$ cat src/rtl/i_cache_pkg.sv
// Shared types and widths for the direct-mapped instruction cache.
package i_cache_pkg;

  localparam int unsigned BLOCK_W    = 128;
  localparam int unsigned WORD_W     = 32;
  localparam int unsigned OFFSET_W   = 4;
  localparam int unsigned MEM_ADDR_W = 28;

  typedef enum logic [1:0] {
    ST_IDLE     = 2'd0,
    ST_MEM_READ = 2'd1,
    ST_UPDATE   = 2'd2
  } state_e;

  // Pick one 32-bit word out of a 16-byte block; word 0 sits in the low bits.
  function automatic logic [WORD_W-1:0] word_sel(input logic [BLOCK_W-1:0] blk,
                                                 input logic [1:0]         w);
    return blk[{w, 5'b0} +: WORD_W];
  endfunction

endpackage

$ cat src/rtl/i_cache_if.sv
// CPU fetch port and instruction-memory block-read port of the cache.
interface i_cache_if;
  import i_cache_pkg::*;

  logic                  cpu_read;
  logic [31:0]           cpu_addr;
  logic [WORD_W-1:0]     cpu_instr;
  logic                  cpu_busywait;
  logic                  mem_read_en;
  logic [MEM_ADDR_W-1:0] mem_read_addr;
  logic                  mem_busywait;
  logic [BLOCK_W-1:0]    mem_read_data;

  modport slave (
    input  cpu_read, cpu_addr, mem_busywait, mem_read_data,
    output cpu_instr, cpu_busywait, mem_read_en, mem_read_addr
  );

  modport master (
    output cpu_read, cpu_addr, mem_busywait, mem_read_data,
    input  cpu_instr, cpu_busywait, mem_read_en, mem_read_addr
  );

endinterface

$ cat src/rtl/i_cache_line_array.sv
// Valid/tag/data storage: one synchronous write port, one combinational read port.
module i_cache_line_array
  import i_cache_pkg::*;
#(
  parameter int unsigned INDEX_BITS = 3,
  parameter int unsigned TAG_W      = 25
) (
  input  logic                  clk,
  input  logic                  rst_n,
  input  logic                  we_i,
  input  logic [INDEX_BITS-1:0] widx_i,
  input  logic [TAG_W-1:0]      wtag_i,
  input  logic [BLOCK_W-1:0]    wdata_i,
  input  logic [INDEX_BITS-1:0] ridx_i,
  output logic                  rd_valid_o,
  output logic [TAG_W-1:0]      rd_tag_o,
  output logic [BLOCK_W-1:0]    rd_data_o
);

  localparam int unsigned LINES = 1 << INDEX_BITS;

  logic [LINES-1:0]   valid_q;
  logic [TAG_W-1:0]   tag_q  [LINES];
  logic [BLOCK_W-1:0] data_q [LINES];

  always_ff @(posedge clk or negedge rst_n) begin
    if (!rst_n) begin
      valid_q <= '0;
    end else if (we_i) begin
      valid_q[widx_i] <= 1'b1;
    end
  end

  // Tag and data carry no reset; the valid bit alone qualifies them.
  always_ff @(posedge clk) begin
    if (we_i) begin
      tag_q[widx_i]  <= wtag_i;
      data_q[widx_i] <= wdata_i;
    end
  end

  assign rd_valid_o = valid_q[ridx_i];
  assign rd_tag_o   = tag_q[ridx_i];
  assign rd_data_o  = data_q[ridx_i];

endmodule

$ cat src/rtl/i_cache_ctrl.sv
// Direct-mapped read-only instruction cache controller with zero-wait hits.
// Optional hit/miss counters are built when I_CACHE_STATS_EN is defined.
module i_cache_ctrl
  import i_cache_pkg::*;
#(
  parameter int unsigned INDEX_BITS = 3
) (
  input  logic        clk,
  input  logic        rst_n,
  i_cache_if.slave    bus
`ifdef I_CACHE_STATS_EN
  ,
  output logic [15:0] hit_count_o,
  output logic [15:0] miss_count_o
`endif
);

  localparam int unsigned TAG_W = 32 - INDEX_BITS - OFFSET_W;

  state_e                state_q, state_d;
  logic [MEM_ADDR_W-1:0] blk_q, blk_d;
  logic                  rd_en_q;
  logic [MEM_ADDR_W-1:0] rd_addr_q;
  logic [WORD_W-1:0]     instr_q;

  logic                  fill_we_c;
  logic                  hit_c;
  logic [WORD_W-1:0]     word_c;
  logic                  line_valid;
  logic [TAG_W-1:0]      line_tag;
  logic [BLOCK_W-1:0]    line_data;
  logic                  unused_byte_c;

  assign unused_byte_c = ^bus.cpu_addr[1:0];

  i_cache_line_array #(
    .INDEX_BITS (INDEX_BITS),
    .TAG_W      (TAG_W)
  ) u_lines (
    .clk        (clk),
    .rst_n      (rst_n),
    .we_i       (fill_we_c),
    .widx_i     (blk_q[INDEX_BITS-1:0]),
    .wtag_i     (blk_q[MEM_ADDR_W-1:INDEX_BITS]),
    .wdata_i    (bus.mem_read_data),
    .ridx_i     (bus.cpu_addr[INDEX_BITS+OFFSET_W-1:OFFSET_W]),
    .rd_valid_o (line_valid),
    .rd_tag_o   (line_tag),
    .rd_data_o  (line_data)
  );

  // Lookups only count as hits in IDLE; during a fill the CPU is stalled anyway.
  assign hit_c  = bus.cpu_read && (state_q == ST_IDLE) && line_valid &&
                  (line_tag == bus.cpu_addr[31:INDEX_BITS+OFFSET_W]);
  assign word_c = word_sel(line_data, bus.cpu_addr[3:2]);

  always_comb begin
    state_d   = state_q;
    blk_d     = blk_q;
    fill_we_c = 1'b0;
    unique case (state_q)
      ST_IDLE: begin
        if (bus.cpu_read && !hit_c) begin
          blk_d   = bus.cpu_addr[31:OFFSET_W];
          state_d = ST_MEM_READ;
        end
      end
      ST_MEM_READ: begin
        if (!bus.mem_busywait) state_d = ST_UPDATE;
      end
      ST_UPDATE: begin
        fill_we_c = 1'b1;
        state_d   = ST_IDLE;
      end
      default: state_d = ST_IDLE;
    endcase
  end

  always_ff @(posedge clk or negedge rst_n) begin
    if (!rst_n) begin
      state_q   <= ST_IDLE;
      blk_q     <= '0;
      rd_en_q   <= 1'b0;
      rd_addr_q <= '0;
      instr_q   <= '0;
    end else begin
      state_q   <= state_d;
      blk_q     <= blk_d;
      rd_en_q   <= (state_d == ST_MEM_READ);
      rd_addr_q <= (state_d == ST_MEM_READ) ? blk_d : '0;
      if (hit_c) instr_q <= word_c;
    end
  end

  assign bus.mem_read_en   = rd_en_q;
  assign bus.mem_read_addr = rd_addr_q;
  assign bus.cpu_instr     = hit_c ? word_c : instr_q;
  assign bus.cpu_busywait  = rst_n && ((state_q != ST_IDLE) || (bus.cpu_read && !hit_c));

`ifdef I_CACHE_STATS_EN
  logic [15:0] hit_cnt_q, miss_cnt_q;

  // Saturating event counters.
  always_ff @(posedge clk or negedge rst_n) begin
    if (!rst_n) begin
      hit_cnt_q  <= '0;
      miss_cnt_q <= '0;
    end else begin
      if (hit_c && (hit_cnt_q != 16'hFFFF)) hit_cnt_q <= hit_cnt_q + 16'd1;
      if ((state_q == ST_IDLE) && (state_d == ST_MEM_READ) && (miss_cnt_q != 16'hFFFF))
        miss_cnt_q <= miss_cnt_q + 16'd1;
    end
  end

  assign hit_count_o  = hit_cnt_q;
  assign miss_count_o = miss_cnt_q;
`endif

endmodule

$ cat src/flat_wrapper.sv
// flat-port wrapper written by rule: the top's interface ports become plain ports
module i_cache_ctrl_flat import i_cache_pkg::*;
#(
  parameter int unsigned INDEX_BITS = 3
)
  (clk, rst_n, bus_cpu_read, bus_cpu_addr, bus_mem_busywait, bus_mem_read_data, bus_cpu_instr, bus_cpu_busywait, bus_mem_read_en, bus_mem_read_addr);
  i_cache_if bus_i ();
  input  logic clk;
  input  logic rst_n;
  input wire logic [$bits(bus_i.cpu_read)-1:0] bus_cpu_read;
  input wire logic [$bits(bus_i.cpu_addr)-1:0] bus_cpu_addr;
  input wire logic [$bits(bus_i.mem_busywait)-1:0] bus_mem_busywait;
  input wire logic [$bits(bus_i.mem_read_data)-1:0] bus_mem_read_data;
  output wire logic [$bits(bus_i.cpu_instr)-1:0] bus_cpu_instr;
  output wire logic [$bits(bus_i.cpu_busywait)-1:0] bus_cpu_busywait;
  output wire logic [$bits(bus_i.mem_read_en)-1:0] bus_mem_read_en;
  output wire logic [$bits(bus_i.mem_read_addr)-1:0] bus_mem_read_addr;
  assign bus_i.cpu_read = bus_cpu_read;
  assign bus_i.cpu_addr = bus_cpu_addr;
  assign bus_i.mem_busywait = bus_mem_busywait;
  assign bus_i.mem_read_data = bus_mem_read_data;
  assign bus_cpu_instr = bus_i.cpu_instr;
  assign bus_cpu_busywait = bus_i.cpu_busywait;
  assign bus_mem_read_en = bus_i.mem_read_en;
  assign bus_mem_read_addr = bus_i.mem_read_addr;
  i_cache_ctrl #(.INDEX_BITS(INDEX_BITS)) u_core (.clk(clk), .rst_n(rst_n), .bus(bus_i));
endmodule
$ cat config.mk
export PLATFORM = sky130hd
export DESIGN_NAME = i_cache_ctrl_flat
export DESIGN_NICKNAME = d
export VERILOG_FILES = /design/src/rtl/i_cache_pkg.sv /design/src/rtl/i_cache_if.sv /design/src/rtl/i_cache_line_array.sv /design/src/rtl/i_cache_ctrl.sv /design/src/flat_wrapper.sv
export SDC_FILE = /design/constraint.sdc
export NUM_CORES = 1
export LEC_CHECK = 0
export CORE_MARGIN = 10
export CORE_UTILIZATION = 65
export CTS_CLUSTER_SIZE = 8
export DETAILED_ROUTE_END_ITERATION = 8
export PLACE_DENSITY = 0.85
export SLEW_MARGIN = 20
export SYNTH_ARGS = -nofsm -noshare
export SYNTH_HDL_FRONTEND = slang
export SYNTH_SLANG_ARGS = --single-unit
$ cat constraint.sdc
create_clock -name clk -period 27.6 [get_ports clk]
set_input_delay 4.14 -clock clk [delete_from_list [all_inputs] [get_ports clk]]
set_output_delay 4.14 -clock clk [all_outputs]
set_load 0.02 [all_outputs]
==> flow_summary_export.csv <==
group,metric,value,unit
synth,synthXorXnorAreaFrac,0.00367,
placed_design,placed_area,53600,sq um
placed_design,dp_hpwl,57000,microns
global_routing,met2_usage,0.437,
global_routing,grt.met3_usage,0.0743,
synth,syn_area,50200,sq um
status,status,"complete, no violations",
worst_setup_path,worstPathCellList,"clkbuf_8 > buf_4 > buf_4 > mux4_2 > mux2i_1 > xnor2_1 > nor2_1 > nand4_1 > nor4_4 > buf_4 > mux2_2 > clkdlybuf4s50_1",
timing,rsz0062_at_grt,"false",
clock_network,cts_hold_buf,0,
timing,min_period_over_period,0.499,
synth,synth-async-reset-ratio,0.0748,
synth,syn_nets,2214,
synth,synth_compound_area_frac,0.00816,
synth,synth-simple-area-share,0.00638,
synth,synthMuxAreaShare,0.191,
clock_network,cts_buffer_depth,3,
timing,tns,0,ps
worst_setup_path,critPathArrivalTime,9630,ps
min_path,hold_class,"register to register",
detailed_routing,drtIter0Drc,2809,
worst_setup_path,cp-start-kind,"primary input",
power_and_ir_drop,p_total,4.82,mW
power_and_ir_drop,power_leakage,19.1,nW
timing,worstMarginPinSlew,1180,ps
timing,clock.fmax,0.0726,GHz
die,die_h,298,microns
power_and_ir_drop,seqPwrFrac,0.501,
final_layout,nFillCells,3597,
synth,yosysTopAreaCell,"edfxtp_1",
final_layout,nets,2546,
timing,slew_violations,0,
detailed_routing,num_vias,23800,
worst_setup_path,crit_path_max_incr_delay,760,ps
detailed_routing,drtAntennaViolNets,0,
clock_network,post_cts_resized,0,
worst_setup_path,rr_startpoint,"u_core.u_lines.tag_q[7][21]",
detailed_routing,dr.pass1.iters,5,
synth,ys_seq_area_frac,0.782,
detailed_routing,drc,0,
timing,setup_viol,0,
worst_setup_path,crit_required,23460,ps
timing,hold_viol_final,0,
detailed_routing,vias_per_cell,6.74,
global_routing,grt_usage,0.269,
global_routing,grt_overflow,0,
clock_network,numCtsBuffers,183,
global_routing,grt_first_pass_wirelength,175000,microns
timing,slew_headroom,0.213,
synth,synth_top_area_share,0.733,
clock_network,cts_sinks,1323,
synth,ys_top_cells_by_area,"edfxtp_1 (73%), mux4_2 (16%), dfrtp_1 (4.9%)",
global_routing,grt-busiest-layer,"met2",
synth,ys_types,38,
worst_setup_path,crit_type,"primary input to output port",
synth,synth_warnings,0,
worst_setup_path,ff2ff_path_depth,10,
timing,fin_ws,13830,ps
worst_setup_path,cpMostUsedCell,"buf_4",
min_path,worstHoldEndpoint,"u_core.u_lines.valid_q[1]",
timing,finalClockSkew,34.8,ps
synth,synth-seq-cells,1323,
die,std_cell_rows,101,
synth,postSynthAreaPerCell,24.5,sq um
placed_design,portBuffers,223,
final_layout,area_delta_synth_final,17.4,%
synth,synth_top_family_by_area,"multiplexers",
global_routing,first_global_vias,25500,
power_and_ir_drop,p_comb_frac,0.072,
die,die_x,298,microns
clock_network,cts_tree,"done",
synth,synth_fa_ha_area_frac,0,
die,fp.dieArea,88700,sq um
die,start_util,0.658,
power_and_ir_drop,intPower,3.74,mW
detailed_routing,drt-total-wl,118000,microns
synth,synthFlopType,"edfxtp_1",
global_routing,grt_max_degree,151,
power_and_ir_drop,power.density,81.9,nW/um^2
worst_setup_path,r2r_slack,23740,ps
timing,period_minus_slack,13770,ps
clock_network,clock_latency,770,ps
final_layout,fin_area,58900,sq um
placed_design,gp_congestion,0.744,
job,cap_violations,0,
clock_network,h-tree-depth,4,
die,coreArea,76200,sq um
detailed_routing,routedWlPerCell,33.4,microns
clock_network,cts_setup_buffers,0,
placed_design,place_ws,13990,ps
final_layout,drive_gt1_frac,0.283,
synth,synth-edff-count,1224,
worst_setup_path,critPathSlowestCell,"buf_4",
die,pin_count,226,
worst_setup_path,cp-end-kind,"output port",
clock_network,clkTransAtPathRegs,50,ps
power_and_ir_drop,clock_power_share,0.426,
final_layout,fin_util,0.773,
min_path,worstHoldStart,"u_core.u_lines.valid_q[1]",
synth,syn_inst,2050,
power_and_ir_drop,p_sw,1.08,mW
power_and_ir_drop,swShare,0.223,
clock_network,root_buffer,"clkbuf_16",
global_routing,met1_usage,0.344,
min_path,hold-path-cell-count,1,
power_and_ir_drop,peakVddDrop,60.5,uV
worst_setup_path,r2r_end,"u_core.blk_q[19]",
worst_setup_path,crit_fanout,61,
global_routing,antenna_found_initial,29,
-- how the worst max path moves through the flow --
stage	startpoint	end	slack (ps)	cells past startpoint
after global routing	bus_cpu_addr[6]	bus_cpu_instr[15]	13560	12
after global placement	bus_cpu_addr[6]	bus_cpu_instr[15]	14030	12
after CTS	bus_cpu_addr[6]	bus_cpu_instr[15]	13890	12
after floorplan	u_core.state_q[0]	u_core.u_lines.valid_q[2]	11120	3
final	bus_cpu_addr[6]	bus_cpu_instr[15]	13830	12
after detailed placement	bus_cpu_addr[6]	bus_cpu_instr[15]	13990	12
-- routing by layer --
layer	up-vias	share of wire
met3	258	0.086
met4	30	0.037
li1	9486	-
met5	-	0.0016
met1	12700	0.36
met2	1404	0.52
-- cells in the mapped netlist (all sizes together) (3+ instances only) --
cell / count
clkbuf: 48
xnor2: 17
nand3: 3
dfrtp: 99
nor2: 9
mux2: 92
and3: 4
nor3: 5
nand2: 7
nor4: 3
a21oi: 3
edfxtp: 1224
mux4: 358
nand4: 3
nand2b: 3
a22oi: 8
mux2i: 46
o21ai: 3
a22o: 30
buf: 57
or2: 10
xor2: 4
-- layout by cell type (no fill, tap or decap), types with 4 or more instances in the layout --
| cell type | Yosys | final |
|---|---|---|
| clkbuf_16 | 0 | 185 |
| mux4_2 | 358 | 358 |
| diode_2 | 0 | 14 |
| and3_1 | 4 | 4 |
| dfrtp_1 | 99 | 99 |
| nor3_2 | 0 | 4 |
| or2_2 | 10 | 10 |
| a22oi_1 | 8 | 8 |
| nand2_1 | 7 | 7 |
| clkdlybuf4s50_1 | 0 | 217 |
| buf_12 | 0 | 8 |
| buf_4 | 4 | 23 |
| xor2_1 | 4 | 4 |
| mux2i_1 | 46 | 46 |
| mux2_2 | 92 | 92 |
| nor2_4 | 0 | 4 |
| nor2_1 | 8 | 5 |
| edfxtp_1 | 1224 | 1224 |
| a22o_1 | 30 | 30 |
| clkbuf_1 | 48 | 101 |
| xnor2_1 | 17 | 17 |
-- area by class of cell --
class | instances | area, sq um | area share
tap | 1030 | 1290 | 0.0219
antenna | 14 | 35.0 | 0.000595
clock buffer | 286 | 5010 | 0.0850
timing repair buffer | 252 | 2550 | 0.0434
sequential | 1323 | 39200 | 0.666
clock inverter | 12 | 246 | 0.00419
multi-input combinational | 622 | 10500 | 0.179
-- cells by family (layout without fill, tap and decap cells) --
| family | after synthesis | after routing |
|---|---|---|
| and+or+nand+nor | 55 | 55 |
| xor gates and xnor gates | 21 | 21 |
| AOI/OAI and AO/OA | 50 | 50 |
| muxes | 496 | 496 |
| buffers and inverters | 105 | 550 |
| DFF | 1323 | 1323 |
| other | 0 | 14 |
-- state kept, by name, summed over array words and instances (netlist names) --
| register | count |
|---|---|
| u_core.bus.mem_read_addr | 28 |
| u_core.u_lines.valid_q | 8 |
| u_core.bus.mem_read_en | 1 |
| u_core.blk_q | 28 |
| u_core.instr_q | 32 |
| u_core.state_q | 2 |
| u_core.u_lines.tag_q | 200 |
| u_core.u_lines.data_q | 1024 |
-- metrics by stage --
stage | hold WS (ps) | cells
finish | 463 | 3539
detailed placement | 448 | 3227
CTS | 460 | 3525
floorplan | 434 | 2050
global route | 479 | 3533
global placement | 446 | 3227
-- critical path: cells and delay by family --
family	cells	cell delay (ps)
and+or+nand+nor	3	690
muxes	3	1050
xor gates and xnor gates	1	90
buffers and inverters	5	3340
-- power groups by stage --
stage | clock network (mW) | logic, mW | registers, mW
2_1_floorplan | 0 | 0.192 | 2.46
4_1_cts | 2.08 | 0.354 | 2.41
3_3_place_gp | 0 | 0.333 | 2.43
3_5_place_dp | 0 | 0.343 | 2.45
5_1_grt | 2.16 | 0.369 | 2.42
6_report | 2.06 | 0.349 | 2.42
Note: power is estimated with default switching activity, not from simulation.
